## src/rtl/uart_rx_cfg_pkg.sv

```systemverilog
// Shared UART definitions: receiver state encoding and parity-mode constants.
// Intended to be reused by the companion transmitter.
package uart_rx_cfg_pkg;

    typedef enum logic [2:0] {
        ST_IDLE      = 3'd0,
        ST_START     = 3'd1,
        ST_DATA      = 3'd2,
        ST_PARITY    = 3'd3,
        ST_STOP      = 3'd4,
        ST_WAIT_HIGH = 3'd5
    } rx_state_t;

    localparam logic PARITY_MODE_EVEN = 1'b0;
    localparam logic PARITY_MODE_ODD  = 1'b1;

    // XOR of data and parity bit must equal 0 for even parity and 1 for odd parity.
    function automatic logic parity_mismatch(input logic xor_all, input logic odd_mode);
        return xor_all != odd_mode;
    endfunction

endpackage

```

## src/rtl/uart_rx_cfg_sync.sv

```systemverilog
// Metastability synchroniser for the asynchronous rx line.
// Flops reset to 1 so an idle (high) line is seen during and right after reset.
module uart_rx_cfg_sync #(
    parameter int SYNC_STAGES = 2
) (
    input  logic clk_i,
    input  logic rst_ni,
    input  logic d_i,
    output logic q_o
);

    logic [SYNC_STAGES-1:0] ff_q;

    // Shift the raw line through the flop chain, one stage per clock.
    always_ff @(posedge clk_i or negedge rst_ni) begin
        if (!rst_ni) begin
            ff_q <= '1;
        end else begin
            ff_q <= {ff_q[SYNC_STAGES-2:0], d_i};
        end
    end

    assign q_o = ff_q[SYNC_STAGES-1];

endmodule

```

## src/rtl/uart_rx_cfg.sv

```systemverilog
// Parametrised UART receiver: oversampled start/data/parity/stop sampling,
// false-start rejection and parity/framing/break reporting per frame.
module uart_rx_cfg
    import uart_rx_cfg_pkg::*;
#(
    parameter int DATA_BITS   = 8,
    parameter int OVERSAMPLE  = 16,
    parameter int STOP_BITS   = 1,
    parameter int PARITY_EN   = 0,
    parameter int PARITY_ODD  = 0,
    parameter int SYNC_STAGES = 2
) (
    input  logic                 clk,
    input  logic                 rst_n,
    input  logic                 s_tick,
    input  logic                 rx,
    output logic [DATA_BITS-1:0] rx_data,
    output logic                 rx_doneTick,
    output logic                 parity_err,
    output logic                 frame_err,
    output logic                 break_det,
    output logic                 busy
);

    localparam int TW = $clog2(OVERSAMPLE);
    localparam int BW = $clog2(DATA_BITS + 1);

    localparam logic [TW-1:0] TICK_MID  = TW'(OVERSAMPLE / 2 - 1);
    localparam logic [TW-1:0] TICK_END  = TW'(OVERSAMPLE - 1);
    localparam logic [BW-1:0] DATA_LAST = BW'(DATA_BITS - 1);
    localparam logic [BW-1:0] STOP_LAST = BW'(STOP_BITS - 1);
    localparam logic          ODD_MODE  = (PARITY_ODD != 0) ? PARITY_MODE_ODD : PARITY_MODE_EVEN;
    localparam bit            HAS_PAR   = (PARITY_EN != 0);

    logic rxs;

    rx_state_t              state_q, state_d;
    logic [TW-1:0]          tick_q, tick_d;
    logic [BW-1:0]          bit_q, bit_d;
    logic [DATA_BITS-1:0]   buf_q, buf_d;
    logic                   par_bit_q, par_bit_d;
    logic                   par_err_q, par_err_d;
    logic                   stop_bad_q, stop_bad_d;   // some earlier stop sample was 0
    logic                   stop_all0_q, stop_all0_d; // every stop sample so far was 0
    logic [DATA_BITS-1:0]   data_q, data_d;
    logic                   done_q, done_d;
    logic                   perr_q, perr_d;
    logic                   ferr_q, ferr_d;
    logic                   brk_q, brk_d;

    logic                   stop_bad_now;
    logic                   stop_all0_now;

    uart_rx_cfg_sync #(
        .SYNC_STAGES(SYNC_STAGES)
    ) u_sync (
        .clk_i (clk),
        .rst_ni(rst_n),
        .d_i   (rx),
        .q_o   (rxs)
    );

    assign stop_bad_now  = stop_bad_q | ~rxs;
    assign stop_all0_now = stop_all0_q & ~rxs;

    // Next-state logic: FSM advances only on s_tick; the done pulse self-clears every clock.
    always_comb begin
        state_d     = state_q;
        tick_d      = tick_q;
        bit_d       = bit_q;
        buf_d       = buf_q;
        par_bit_d   = par_bit_q;
        par_err_d   = par_err_q;
        stop_bad_d  = stop_bad_q;
        stop_all0_d = stop_all0_q;
        data_d      = data_q;
        done_d      = 1'b0;
        perr_d      = perr_q;
        ferr_d      = ferr_q;
        brk_d       = brk_q;

        if (s_tick) begin
            unique case (state_q)
                ST_IDLE: begin
                    tick_d = '0;
                    if (!rxs) begin
                        state_d = ST_START;
                    end
                end

                ST_START: begin
                    if (tick_q == TICK_MID) begin
                        tick_d = '0;
                        if (rxs) begin
                            // Line went back high before mid start bit: glitch, not a frame.
                            state_d = ST_IDLE;
                        end else begin
                            bit_d   = '0;
                            state_d = ST_DATA;
                        end
                    end else begin
                        tick_d = tick_q + 1'b1;
                    end
                end

                ST_DATA: begin
                    if (tick_q == TICK_END) begin
                        tick_d = '0;
                        buf_d  = {rxs, buf_q[DATA_BITS-1:1]};
                        if (bit_q == DATA_LAST) begin
                            bit_d       = '0;
                            stop_bad_d  = 1'b0;
                            stop_all0_d = 1'b1;
                            state_d     = HAS_PAR ? ST_PARITY : ST_STOP;
                        end else begin
                            bit_d = bit_q + 1'b1;
                        end
                    end else begin
                        tick_d = tick_q + 1'b1;
                    end
                end

                ST_PARITY: begin
                    if (tick_q == TICK_END) begin
                        tick_d    = '0;
                        bit_d     = '0;
                        par_bit_d = rxs;
                        par_err_d = parity_mismatch(^{buf_q, rxs}, ODD_MODE);
                        state_d   = ST_STOP;
                    end else begin
                        tick_d = tick_q + 1'b1;
                    end
                end

                ST_STOP: begin
                    if (tick_q == TICK_END) begin
                        tick_d = '0;
                        if (bit_q == STOP_LAST) begin
                            data_d  = buf_q;
                            done_d  = 1'b1;
                            perr_d  = HAS_PAR & par_err_q;
                            ferr_d  = stop_bad_now;
                            brk_d   = (buf_q == '0) && (!HAS_PAR || !par_bit_q) && stop_all0_now;
                            // A low stop sample may be a held break: wait for idle before re-arming.
                            state_d = rxs ? ST_IDLE : ST_WAIT_HIGH;
                        end else begin
                            bit_d       = bit_q + 1'b1;
                            stop_bad_d  = stop_bad_now;
                            stop_all0_d = stop_all0_now;
                        end
                    end else begin
                        tick_d = tick_q + 1'b1;
                    end
                end

                ST_WAIT_HIGH: begin
                    if (rxs) begin
                        state_d = ST_IDLE;
                    end
                end

                default: begin
                    state_d = ST_IDLE;
                    tick_d  = '0;
                    bit_d   = '0;
                end
            endcase
        end
    end

    // State, counters, shift buffer and output flag registers.
    always_ff @(posedge clk or negedge rst_n) begin
        if (!rst_n) begin
            state_q     <= ST_IDLE;
            tick_q      <= '0;
            bit_q       <= '0;
            buf_q       <= '0;
            par_bit_q   <= 1'b0;
            par_err_q   <= 1'b0;
            stop_bad_q  <= 1'b0;
            stop_all0_q <= 1'b0;
            data_q      <= '0;
            done_q      <= 1'b0;
            perr_q      <= 1'b0;
            ferr_q      <= 1'b0;
            brk_q       <= 1'b0;
        end else begin
            state_q     <= state_d;
            tick_q      <= tick_d;
            bit_q       <= bit_d;
            buf_q       <= buf_d;
            par_bit_q   <= par_bit_d;
            par_err_q   <= par_err_d;
            stop_bad_q  <= stop_bad_d;
            stop_all0_q <= stop_all0_d;
            data_q      <= data_d;
            done_q      <= done_d;
            perr_q      <= perr_d;
            ferr_q      <= ferr_d;
            brk_q       <= brk_d;
        end
    end

    assign rx_data     = data_q;
    assign rx_doneTick = done_q;
    assign parity_err  = perr_q;
    assign frame_err   = ferr_q;
    assign break_det   = brk_q;
    assign busy        = (state_q != ST_IDLE);

endmodule

```

## config.mk

```make
export PLATFORM = sky130hd
export DESIGN_NAME = uart_rx_cfg
export DESIGN_NICKNAME = d
export VERILOG_FILES = /design/src/rtl/uart_rx_cfg_pkg.sv /design/src/rtl/uart_rx_cfg_sync.sv /design/src/rtl/uart_rx_cfg.sv
export SDC_FILE = /design/constraint.sdc
export NUM_CORES = 1
export LEC_CHECK = 0
export BUFFER_PORTS_ARGS = -buffer_cell sky130_fd_sc_hd__buf_2
export CAP_MARGIN = 10
export CORE_ASPECT_RATIO = 1.25
export CORE_MARGIN = 8
export CORE_UTILIZATION = 52
export CTS_BUF_LIST = sky130_fd_sc_hd__clkbuf_8 sky130_fd_sc_hd__clkbuf_16
export DETAILED_ROUTE_END_ITERATION = 8
export PLACE_DENSITY = 0.71
export SYNTH_ARGS = -nofsm -noshare
export SYNTH_HDL_FRONTEND = slang
export SYNTH_SLANG_ARGS = --single-unit
```

## constraint.sdc

```tcl
create_clock -name clk -period 1.8 [get_ports clk]
set_input_delay 0.36 -clock clk [delete_from_list [all_inputs] [get_ports clk]]
set_output_delay 0.36 -clock clk [all_outputs]
set_load 0.02 [all_outputs]
```

# Word-level counts from Yosys, hierarchy flattened
# Index checks and enable logic that the tools add are counted.
[word_totals]
rom_bits = 0
ramBits = 0
out_inout_bits = 13
reg_bits = 34
inputBits = 4
n_memories = 0
latchBits = 0
[classes]
multipliers = 0
muxes = 36
reduce_logical = 14
addsub = 2
bitwise_logic = 5
div_mod_pow = 0
n_lt_le_gt_ge = 0
eq_ne = 18
shifts = 0
[op_table]
columns = ["cell", "count"]
rows = [
  ["two-way mux 4 bit", 9],
  ["two-way mux 3 bit", 9],
  ["case mux 4 bit (5 select lines)", 1],
  ["!= test 2 bit, second input constant", 9],
  ["case mux 3 bit (6 select lines)", 1],
  ["two-way mux 1 bit", 12],
  ["case mux 4 bit (3 select lines)", 1],
  ["AND reduction 9 bit", 1],
  ["adder 4 x 1 -> 4 bit, second input constant", 2],
  ["== test 4 x 3 -> 1 bit, second input constant", 2],
  ["zero test 8 bit", 1],
  ["AND reduction 8 bit", 1],
  ["== test 3 x 2 -> 1 bit, second input constant", 2],
  ["== test 3 bit, second input constant", 2],
  ["AND reduction 6 bit", 1],
  ["== test 4 bit, second input constant", 1],
  ["zero test 4 bit", 1],
  ["case mux 1 bit (2 select lines)", 2],
  ["AND reduction 4 bit", 1],
  ["== test 3 x 1 -> 1 bit, second input constant", 1],
  ["zero test 3 bit", 1],
  ["inverter 1 bit", 3],
  ["AND reduction 3 bit", 1],
  ["nonzero test 3 bit", 1],
  ["9 further kinds", 9],
]

# Depth between registers and ports, before layout
# Gate-level depths: netlist of the first run.
[depth]
ltp_word = 5
mapped_depth = 7
ltp_nobuf = 7

# Cells and area by module
# From an unflattened synthesis of the first run, not the netlist that was laid out.
[hier_totals]
cells_unflattened = 162
hier_area_um2 = 1919.3
[by_module_without_submodules]
columns = ["mod", "area_per_inst_um2", "n_inst", "cells_each"]
rows = [
  ["uart_rx_cfg", 1866.8, 1, 160],
  ["uart_rx_cfg_sync", 52.6, 1, 2],
]

# Worst setup path after synthesis of the first run
# No wires, ideal clock.
[synth_path]
path_kind = "reg2reg"
start = "register bit_q[0]"
end = "register bit_q[2]"
arrival_time_ps = 1625
setup_time_ps = 82
required_time_ps = 1718
period_less_slack_ps = 1708
stages_incl_launch_ff = 8
slack_ps = 92
cell_sequence = "dfrtp_1 > inv_1 > ha_1 > nor3b_4 > nor3b_2 > or3_4 > and2_4 > o22ai_1"
[synth_via]
elab_chain_cells = 4
elab_cells_between_ends = 10
[synth_lines]
columns = ["element", "line", "source"]
rows = [
  ["start, declared", "uart_rx_cfg.sv:39", "logic [BW-1:0] bit_q, bit_d;"],
  ["start signal, assigned", "uart_rx_cfg.sv:190", "bit_q <= bit_d;"],
  ["adder 4 x 1 -> 4 bit / == test 4 x 3 -> 1 bit (equally long branches)", "uart_rx_cfg.sv:116, uart_rx_cfg.sv:147, uart_rx_cfg.sv:110", ""],
  ["two-way mux 4 bit, on equally long branches", "uart_rx_cfg.sv:138, uart_rx_cfg.sv:110", ""],
  ["two-way mux 4 bit, on equally long branches", "uart_rx_cfg.sv:136, uart_rx_cfg.sv:107", ""],
  ["case mux 4 bit (5 select lines)", "uart_rx_cfg.sv:83", "unique case (state_q)"],
]
# Several ways; a longest one is shown, not always the timed one. The select of a mux whose other input is x is not followed.
# A chain may end at the register's enable or synchronous reset.

# Final worst setup path of the first run
[layout_path]
start = "register state_q[2]"
end = "output busy"
[layout_via]
elab_chain_cells = 1
[layout_lines]
columns = ["element", "line", "source"]
rows = [
  ["start, declared", "uart_rx_cfg.sv:37", "rx_state_t state_q, state_d;"],
  ["start signal, assigned", "uart_rx_cfg.sv:188", "state_q <= state_d;"],
  ["nonzero test 3 bit", "uart_rx_cfg.sv:209", "assign busy = (state_q != ST_IDLE);"],
  ["end, declared", "uart_rx_cfg.sv:22", "output logic busy"],
]
# Every way passes these cells.

==> results of run 1 <==
logic make-up (layout without fill, tap and decap cells):
kind of cell	after synthesis	count (layout)	share of synthesized area, %
simple gates	55	55	19.9
flops	34	34	50.7
compound gates	27	27	11.5
mux	16	16	10.7
buf+inv	13	38	3.64
fa+ha+maj	3	3	2.23
xor+xnor	2	2	1.04
other cells	1	1	0.223
per-layer routing:
metal / wire [microns] / track usage [%] / up-vias
li1: - / - / 590
met1: 1470 / 16.9 / 596
met2: 1650 / 21.2 / 33
met3: 184 / 5.06 / 7
met4: 69 / 7.13 / 0
met5: 0 / 0 / -
through the flow:
| stage | utilization (%) | setup TNS (ns) |
|---|---|---|
| 6_report | 61.7 | 0 |
| 5_1_grt | 61.7 | -0.00904 |
| 4_1_cts | 61.5 | 0 |
| 3_5_place_dp | 57.7 | 0 |
| 3_3_place_gp | 57.7 | 0 |
| 2_1_floorplan | - | 0 |
worst max-delay path, delay by kind of cell, from the launching register on:
family / cells / cell delay [ns]
buffers and inverters: 2 / 0.32
DFF: 1 / 0.38
and+or+nand+nor: 1 / 0.39
repair_timing:
item                       in CTS  in global routing
cloned                          0                  0
setup endpoints to repair       1                  5
gates resized for setup         0                  3
buffers inserted                1                  0
hold buffers                    0                  0
state kept, by name, indices dropped and copies added (netlist names):
| register | cells |
|---|---|
| frame_err | 1 |
| tick_q | 4 |
| rx_doneTick | 1 |
| u_sync.ff_q | 2 |
| bit_q | 4 |
| stop_bad_q | 1 |
| stop_all0_q | 1 |
| break_det | 1 |
| rx_data | 8 |
| buf_q | 8 |
| state_q | 3 |
power breakdown:
part           internal [mW]  switching, mW
Sequential             0.850          0.127
Combinational          0.426          0.489
Clock                  0.443          0.266
Total                   1.72          0.882
cell type report:
cell class	instances	area (sq um)	share of cell area, %
Clock buffer	6	82.6	4.23
Clock inverter	1	30.0	1.54
Inverter	8	30.0	1.54
Multi-Input combinational cell	104	773	39.6
Sequential cell	34	853	43.7
Tap cell	37	46.3	2.37
Timing Repair Buffer	23	138	7.05
worst min path at each step:
| stage | from | end | slack (ns) | depth (start not counted) |
|---|---|---|---|---|
| finish | rst_n | tick_q[0] | 0.1 | 2 |
| global route | rst_n | bit_q[0] | 0.13 | 2 |
| CTS | rst_n | bit_q[1] | 0.10 | 2 |
| detailed placement | u_sync.ff_q[0] | u_sync.ff_q[1] | 0.35 | 0 |
| global placement | u_sync.ff_q[0] | u_sync.ff_q[1] | 0.35 | 0 |
| floorplan | rst_n | bit_q[0] | 0.06 | 0 |
cells in the final DEF, fill, tap and decap left out, drive strengths merged, types with 3 or more instances in the layout:
cell type | Yosys | routed
dfrtp | 32 | 32
buf | 3 | 23
mux2 | 16 | 16
nor2 | 10 | 10
nand2 | 10 | 10
o21ai | 10 | 10
inv | 8 | 8
nand2b | 6 | 6
clkbuf | 2 | 6
nand3 | 6 | 6
nand4 | 5 | 5
nor3 | 3 | 3
ha | 3 | 3
==> metrics, run 1 <==
final-stage net count 183; via count of the first global-routing pass about 1200; Clk pin slew, worst setup/hold paths 0.07 ns; vias post-DR 1226; area growth from synthesis to final layout 16.1%; final count of hold timing violations 0; Leakage between 0.9 and 1 nW; Arrival @ worst endpoint 1.38 ns; path type of the worst min-delay path input pin to async pin; total overflow reported by the global router 0; number of warnings reported in the yosys synthesis log 0; Final period util between 90% and 100%; mapped cell area between 1500 and 2000 sq um; Worst path most repeated cell sky130_fd_sc_hd__buf_4; global routing usage summed across all routing layers around 14%; Critical Path Slowest Stage Cell sky130_fd_sc_hd__or3_4; Ant. Diodes 0; clk sink count 34; core outline area between 3000 and 4000 sq um; wire length of the first global-routing pass roughly 5.7 mm; Slowest Stage Delay on Critical Path slightly below 0.4 ns; initial standard-cell utilization of the core ~53%; Detail Placement HPWL roughly 2.5 mm; Main synth FF type sky130_fd_sc_hd__dfrtp_1; number of enable-type register cells in the synthesized netlist 0; number of top-level pins 17; critical path required time 1.44 ns; final standard cell area without fillers just under 2000 sq um; first-pass detailed-route iteration total 4; CP Launch Type register; cell-by-cell trace of the critical path buf_4 -> or3_4 -> buf_4; RR Endpoint bit_q[1]; Cell Count Post-Placement roughly 200; synthesized flop and latch total 34; number of H-tree branching levels 2; count of mapped cells out of synthesis between 150 and 200; share of Yosys cell area claimed by the top area cell type 47.6%; height of the chip between 70 and 80 microns; Routed wire per std cell roughly 16 microns; setup slack after layout ~0.065 ns; most frequent cells after synthesis sky130_fd_sc_hd__dfrtp_1 (32), sky130_fd_sc_hd__mux2_2 (16), sky130_fd_sc_hd__nand2_1 (10), sky130_fd_sc_hd__nor2_1 (10); pre-CTS setup slack approximately 0.075 ns; status finished clean; Yosys cell types between 40 and 50; number of max-slew violations in the final report 0; Iter 0 DRT Violations between 80 and 90; full die area 5320 sq um; placed inst area approximately 1800 sq um; min cycle time layout around 1.7 ns; number of filler cells placed in the layout ~260; smallest hold slack around 0.099 ns; fraction of layout cells with a size suffix above 1 33.5%; reported max-cap violation count 0; Die Span X around 67 microns; Avg Cell Area, Syn ~11 sq um; dominant cell by count in the synthesized netlist sky130_fd_sc_hd__dfrtp_1; register-to-register setup slack 0.10 ns; CP endpoint kind primary output; Achievable Freq 576 MHz; power after layout 2.60 mW; cell depth of the worst flop-to-flop path 7; count of nets left with antenna violations after detail routing 0; clk root buf sky130_fd_sc_hd__clkbuf_8; fraction of registers with async set/reset 100%; number of buffers added by the clock tree synthesis step 5; post-synthesis net count approximately 160; Post-Route WL roughly 3.4 mm; worst setup path endpoint busy; vias per cell about 5.8; cell types with the largest area share after synthesis sky130_fd_sc_hd__dfrtp_1 (48%), sky130_fd_sc_hd__mux2_2 (11%), sky130_fd_sc_hd__dfstp_2 (3.1%), sky130_fd_sc_hd__o21ai_0 (2.4%), sky130_fd_sc_hd__ha_1 (2.2%); category of the critical setup timing path register to primary output; number of DRC violations after detailed routing 0; deepest clock path buffer count 2; post-synthesis sequential area ratio 50.7%; peak fanout along the critical path 7; GP Congestion roughly 0.84; RSZ-0062 raised after global routing yes; launch point of the critical path state_q[2]; count of buffers inserted at the top-level ports 15; CTS tree done; antenna violations before repair 0; worst clock skew on the final layout between 0.002 and 0.003 ns; clock latency of the later-clocked register in the worst-skew pair around 0.28 ns; largest net degree at the start of global routing 35; worst vdd ir roughly 0.82 mV; number of rows created at floorplan 23; post-synth top area cell sky130_fd_sc_hd__dfrtp_1; ratio of total power to cell area between 1000 and 1500 nW/um^2; setup-violating endpoint count in the final report 0; number of standard cells in the layout, taps in and fillers out roughly 210; source of the worst register-to-register timing path bit_q[0]
(Power assumes the default switching activity.)
==> run 2, diff against run 1 <==
--- a/config.mk
+++ b/config.mk
@@ -12,6 +12,7 @@
 export CORE_UTILIZATION = 52
 export CTS_BUF_LIST = sky130_fd_sc_hd__clkbuf_8 sky130_fd_sc_hd__clkbuf_16
 export DETAILED_ROUTE_END_ITERATION = 8
+export MAX_ROUTING_LAYER = met4
 export PLACE_DENSITY = 0.71
 export SYNTH_ARGS = -nofsm -noshare
 export SYNTH_HDL_FRONTEND = slang
==> run 2 against run 1 <==
Clock-buffer cell count stayed put. Power is 0.16% higher. Combinational power hardly changed. Sequential share of layout area stayed put. Worst setup slack worse by 0.00099 ns. Wire length is 0.44% higher. Worst hold slack worse by 0.00071 ns. Die area stayed put. Sequential cell count stayed put. Register-to-register slack hardly changed.
==> metrics, run 2 (synthesis gave the netlist of run 1 again) <==
number of top-level pins 17 (unchanged); ratio of total power to cell area 1330 nW/um^2 (+0.16%); CTS tree done; Final period util 96.5% (about the same); height of the chip 79.6 microns (unchanged); Die Span X 66.9 microns (unchanged); clk sink count 34 (unchanged); category of the critical setup timing path register to primary output; worst vdd ir 0.818 mV (about the same); clock latency of the later-clocked register in the worst-skew pair 0.29 ns (about the same); number of DRC violations after detailed routing 0 (unchanged); Ant. Diodes 0 (unchanged); clk root buf sky130_fd_sc_hd__clkbuf_8; RSZ-0062 raised after global routing yes; number of H-tree branching levels 2 (unchanged); CP endpoint kind primary output; area growth from synthesis to final layout 16.1% (unchanged); number of hold buffers added after CTS 0 (unchanged); Routed wire per std cell 15.9 microns (+0.44%); number of rows created at floorplan 23 (unchanged); final standard cell area without fillers 1950 sq um (unchanged); antenna violations before repair 0 (unchanged); most common cell after layout, fill and taps aside sky130_fd_sc_hd__dfrtp_1; total overflow reported by the global router 0 (unchanged); critical path required time 1.44 ns (about the same); number of max-slew violations in the final report 0 (unchanged); placed inst area 1830 sq um (unchanged); final count of hold timing violations 0 (unchanged); final core utilization 61.7% (unchanged); Leakage 0.962 nW (unchanged); worst clock skew on the final layout 0.00492 ns (+0.00218 ns); number of buffers added by the clock tree synthesis step 5 (unchanged); RR Endpoint bit_q[1]; status finished clean; most frequent cells in the layout sky130_fd_sc_hd__dfrtp_1 (32), sky130_fd_sc_hd__mux2_2 (16), sky130_fd_sc_hd__buf_2 (14), sky130_fd_sc_hd__nor2_1 (10), sky130_fd_sc_hd__nand2_1 (10); core outline area 3170 sq um (unchanged); cell depth of the worst flop-to-flop path 7 (unchanged); CP Launch Type register; number of filler cells placed in the layout 261 (unchanged); Iter 0 DRT Violations 85 (-1.2%); final-stage net count 183 (unchanged); path type of the worst min-delay path input pin to async pin; register-to-register setup slack 0.10 ns (about the same); first-pass detailed-route iteration total 4 (unchanged); deepest clock path buffer count 2 (unchanged); setup-violating endpoint count in the final report 0 (unchanged); peak fanout along the critical path 7 (unchanged); GP Congestion 0.849 (+1.5%); Achievable Freq 576 MHz (about the same); fraction of layout cells with a size suffix above 1 33.5% (unchanged); largest net degree at the start of global routing 35 (unchanged); count of buffers inserted at the top-level ports 15 (unchanged); vias per cell 5.75 (about the same); Detail Placement HPWL 2.46 mm (unchanged); wire length of the first global-routing pass 5.69 mm (unchanged); Arrival @ worst endpoint 1.38 ns (about the same); via count of the first global-routing pass 1222 (unchanged); reported max-cap violation count 0 (unchanged); vias post-DR 1225 (-0.082%); count of nets left with antenna violations after detail routing 0 (unchanged); Clk pin slew, worst setup/hold paths 0.07 ns (about the same); initial standard-cell utilization of the core 53.2% (unchanged); min cycle time layout 1.74 ns (+0.000990 ns); full die area 5320 sq um (unchanged); global routing usage summed across all routing layers 14.4% (+0.39 points); Post-Route WL 3.39 mm (+0.44%); source of the worst register-to-register timing path bit_q[0]
[run 2: cell counts in the layout (fill, tap and decap cells not counted)]
Identical to the previous run, type by type.
[run 2: how the worst max path moves through the flow]
stage / end / depth (start not counted) / slack, ns / startpoint
final: busy / 3 / 0.06 / state_q[2]
after global routing: bit_q[3] / 7 / -0.009 / bit_q[0]
after CTS: busy / 3 / 0.04 / state_q[2]
after detailed placement: bit_q[2] / 7 / 0.08 / bit_q[0]
after global placement: bit_q[3] / 7 / 0.15 / bit_q[0]
after floorplan: bit_q[2] / 7 / 0.09 / bit_q[0]
[run 2: power by group]
part / switching, mW / leakage [nW] / internal, mW
clock: 0.270 / 0.0573 / 0.443
combinational: 0.489 / 0.447 / 0.426
sequential: 0.126 / 0.459 / 0.850
total: 0.886 / 0.962 / 1.72
[run 2: area by class of cell]
cell class / count / area, sq um / share of cell area (%)
Inverter: 8 / 30.0 / 1.54
Clock inverter: 1 / 30.0 / 1.54
Sequential cell: 34 / 853 / 43.7
Timing Repair Buffer: 23 / 138 / 7.05
Multi-Input combinational cell: 104 / 773 / 39.6
Tap cell: 37 / 46.3 / 2.37
Clock buffer: 6 / 82.6 / 4.23
[run 2: through the flow]
stage	setup TNS [ns]	std cells	power [mW]	setup slack (ns)	hold slack [ns]
5_1_grt	-0.00904	213	2.77	-0.00904	0.126
4_1_cts	0	213	2.58	0.0358	0.103
2_1_floorplan	0	151	1.59	0.0924	0.0644
3_5_place_dp	0	205	1.86	0.0752	0.348
3_3_place_gp	0	205	1.82	0.150	0.347
6_report	0	213	2.60	0.0637	0.0984
[run 2: timing repair]
| action | in CTS | in global routing |
|---|---|---|
| setup endpoints to repair | 1 | 5 |
| setup buffers | 1 | 0 |
| gates resized for setup | 0 | 3 |
| endpoints found under the hold margin | 0 | 0 |
[run 2: critical path, cell delays in order, from the launching register on]
cell	delay (ns)
sky130_fd_sc_hd__dfrtp_1	0.38
sky130_fd_sc_hd__buf_4	0.16
sky130_fd_sc_hd__or3_4	0.39
sky130_fd_sc_hd__buf_4	0.16
[run 2: metal layers]
layer	routed length (microns)	up-vias	part of all wire, %	track usage (%)
li1	-	589	-	-
met1	1490	594	44	17.1
met2	1650	35	49	21.2
met3	186	7	5.5	4.78
met4	59	0	1.7	7.13
met5	0	-	0	-
==> run 3, diff against run 2 <==
--- a/config.mk
+++ b/config.mk
@@ -9,11 +9,12 @@
 export CAP_MARGIN = 10
 export CORE_ASPECT_RATIO = 1.25
 export CORE_MARGIN = 8
-export CORE_UTILIZATION = 52
+export CORE_UTILIZATION = 53
 export CTS_BUF_LIST = sky130_fd_sc_hd__clkbuf_8 sky130_fd_sc_hd__clkbuf_16
 export DETAILED_ROUTE_END_ITERATION = 8
 export MAX_ROUTING_LAYER = met4
-export PLACE_DENSITY = 0.71
+export PLACE_DENSITY = 0.72
 export SYNTH_ARGS = -nofsm -noshare
 export SYNTH_HDL_FRONTEND = slang
+export SYNTH_HIERARCHICAL = 1
 export SYNTH_SLANG_ARGS = --single-unit
==> constraint.sdc (replaced) <==
create_clock -name clk -period 1.5 [get_ports clk]
set_input_delay 0.3 -clock clk [delete_from_list [all_inputs] [get_ports clk]]
set_output_delay 0.3 -clock clk [all_outputs]
set_load 0.02 [all_outputs]
==> run 3 against run 2 <==
The flow now finishes with violations (setup timing). Sequential power is 26% higher. Global-route usage increased by 2.7 points. Non-clock buffer count up 47. Highest routed layer unchanged. Wire length up 50%. Largest power group is now combinational logic. Sequential share of layout area is 12 points lower. Clock power shrank 7.4%. Combinational power grew to 2.8 times the previous value. Largest cell class is now multi-input combinational cells.
==> metrics, run 3 <==
first-pass detailed-route iteration total 4 (unchanged); final standard cell area without fillers 2730 sq um (+40%); ratio of total power to cell area 1620 nW/um^2 (+21%); source of the worst register-to-register timing path bit_q[1]; worst clock skew on the final layout 0.0109 ns (+0.00595 ns); wire length of the first global-routing pass 8.05 mm (+42%); core outline area 3480 sq um (+10%); power after layout 4.42 mW (+70%); cell types with the largest area share after synthesis sky130_fd_sc_hd__dfrtp_1 (42%), sky130_fd_sc_hd__mux2_4 (6.3%), sky130_fd_sc_hd__mux2_1 (5.9%), sky130_fd_sc_hd__dfstp_2 (2.7%), sky130_fd_sc_hd__buf_4 (2.0%); Detail Placement HPWL 2.98 mm (+21%); global routing usage summed across all routing layers 17.0% (+2.7 points); Iter 0 DRT Violations 95 (+12%); launch point of the critical path bit_q[1]; start point of the worst min-delay path rx; number of H-tree branching levels 2 (unchanged); RSZ-0062 raised after global routing yes; GP Congestion 0.866 (+2.1%); violations in the final reports setup timing; post-synthesis net count 169 (+7.0%); most frequent cells after synthesis sky130_fd_sc_hd__dfrtp_1 (32), sky130_fd_sc_hd__mux2_1 (10), sky130_fd_sc_hd__mux2_4 (8); initial standard-cell utilization of the core 55.1% (+1.9 points); number of warnings reported in the yosys synthesis log 6 (+6); fraction of registers with async set/reset 100% (unchanged); deepest clock path buffer count 2 (unchanged); Final period util 119%; Leakage 1.30 nW (+35%); Yosys cell types 60 (+25%); most frequent cells in the layout sky130_fd_sc_hd__buf_4 (45), sky130_fd_sc_hd__dfrtp_1 (29), sky130_fd_sc_hd__mux2_4 (20), sky130_fd_sc_hd__buf_2 (14), sky130_fd_sc_hd__buf_6 (9); CTS tree done; Achievable Freq about 560 MHz; path type of the worst min-delay path input pin to register; synthesized flop and latch total 34 (unchanged); mapped cell area 1920 sq um (+14%); vias per cell 5.87 (+2.1%); final-stage net count 234 (+28%); dominant cell by count in the synthesized netlist sky130_fd_sc_hd__dfrtp_1; number of DRC violations after detailed routing 0 (unchanged); category of the critical setup timing path register to register; Post-Route WL 5.06 mm (+50%); final count of hold timing violations 0 (unchanged); Avg Cell Area, Syn 11.8 sq um (+6.3%); placed inst area 2260 sq um (+24%); total overflow reported by the global router 0 (unchanged); critical path required time 1.67 ns (+0.23 ns); setup-violating endpoint count in the final report 30 (+30); CP Buf/Inv Count 1 (-1); number of filler cells placed in the layout 200 (-23%); count of nets left with antenna violations after detail routing 0 (unchanged); number of max-slew violations in the final report 0 (unchanged); height of the chip 83.3 microns (+4.6%); Slowest Stage Delay on Critical Path 0.53 ns (+0.14 ns); post-synth top area cell sky130_fd_sc_hd__dfrtp_1; Arrival @ worst endpoint 1.95 ns (+0.57 ns); share of Yosys cell area claimed by the top area cell type 41.7% (-5.9 points); peak fanout along the critical path 4 (-3); Routed wire per std cell 19.0 microns (+19%); final core utilization 78.3% (+17 points); Ant. Diodes 0 (unchanged); full die area 5820 sq um (+9.2%); number of top-level pins 17 (unchanged); reported max-cap violation count 0 (unchanged); Die Span X 69.8 microns (+4.4%); number of rows created at floorplan 24 (+4.3%); count of buffers inserted at the top-level ports 15 (unchanged); worst vdd ir 1.17 mV (+43%); Critical Path Slowest Stage Cell sky130_fd_sc_hd__or4b_1; number of buffers added by the clock tree synthesis step 5 (unchanged); vias post-DR 1568 (+28%); CP Launch Type register; Clk pin slew, worst setup/hold paths 0.07 ns (about the same); largest net degree at the start of global routing 35 (unchanged); clock latency of the later-clocked register in the worst-skew pair 0.29 ns (about the same); count of mapped cells out of synthesis 162 (+7.3%); via count of the first global-routing pass 1747 (+43%); status finished with violations; CP endpoint kind register; min cycle time layout 1.78 ns; Main synth FF type sky130_fd_sc_hd__dfrtp_1; critical path's top delay family simple AND/OR/NAND/NOR gates; clk root buf sky130_fd_sc_hd__clkbuf_8; post-synthesis sequential area ratio 44.5% (-6.2 points); number of enable-type register cells in the synthesized netlist 0 (unchanged); clk sink count 34 (unchanged); fraction of layout cells with a size suffix above 1 61.4% (+28 points); pre-CTS setup slack -0.350 ns (-0.426 ns); antenna violations before repair 0 (unchanged); most common cell after layout, fill and taps aside sky130_fd_sc_hd__buf_4; cell-by-cell trace of the critical path inv_2 -> ha_4 -> nor3b_4 -> o21a_1 -> or4b_1 -> a22o_1; setup slack after layout -0.278 ns (-0.342 ns); area growth from synthesis to final layout 42.0%
==> run 3: cell count changes in the layout (fill, tap and decap cells not counted), sizes merged, moves of 5 or more <==
cell,delta
buf,+46
o21ai,-6
nand4,-5
a21oi,+5
==> run 3: cell type report <==
class | count | area [sq um] | area share (%)
Clock buffer | 5 | 68.8 | 2.52
Clock inverter | 3 | 13.8 | 0.505
Inverter | 5 | 18.8 | 0.688
Multi-Input combinational cell | 111 | 1180 | 43.3
Sequential cell | 34 | 857 | 31.4
Tap cell | 39 | 48.8 | 1.79
Timing Repair Buffer | 70 | 539 | 19.8
==> run 3: timing repair <==
action	in CTS	in global routing
gates resized for setup	23	21
setup endpoints to repair	31	31
setup buffers	20	6
endpoints found under the hold margin	32	0
hold buffers	1	0
pin swaps	12	13
==> run 3: worst paths after layout <==
check | end | slack (ns) | cells after the start
setup / recovery | stop_all0_q | -0.28 | 6
hold / removal | u_sync/ff_q[0] | 0.11 | 1
setup reg to reg | stop_all0_q | -0.28 | 6
hold reg to reg | u_sync/ff_q[1] | 0.36 | 0
max in group asynchronous | u_sync/ff_q[1] | 0.76 | 3
min in group asynchronous | bit_q[2] | 0.50 | 3
==> run 3: metrics by stage <==
step                TNS (ns)  std cells  hold slack, ns
floorplan              -4.81        162         0.00441
global placement       -5.65        234           0.270
detailed placement     -7.29        234           0.274
CTS                    -5.63        262           0.112
global route           -7.82        267          0.0997
finish                 -6.17        267           0.115
==> run 3: kinds of logic (layout without fill, tap and decap cells) <==
group	after synthesis	in the layout	synth area share, %
buffers and inverters	17	83	5.61
other	1	1	0.195
multiplexers	22	22	14.3
AND/OR/NAND/NOR	52	52	18.6
flip-flops	34	34	44.5
adder cells (fa/ha/maj)	3	3	1.96
AO/OA/AOI/OAI	32	32	14.0
XOR/XNOR	1	1	0.848
==> run 3: power by group <==
group,internal [mW],switching (mW)
clock network,0.315,0.345
logic,1.37,1.16
registers,1.05,0.177
==> run 3: worst reg2reg max path, delay by kind of cell, from the launching register on <==
family | cells | cell delay [ns]
DFF | 1 | 0.39
adders and majority gates | 1 | 0.15
buffers and inverters | 1 | 0.07
AOI/OAI and AO/OA | 2 | 0.38
and+or+nand+nor | 2 | 0.69
==> run 3: routing by layer <==
layer	vias up	track usage [%]	wire, microns	part of all wire, %
met5	-	-	0	0
met4	0	9.52	175	3.5
met3	18	4.76	195	3.9
met2	38	29.5	2710	53
met1	790	16.7	1990	39
li1	722	-	-	-
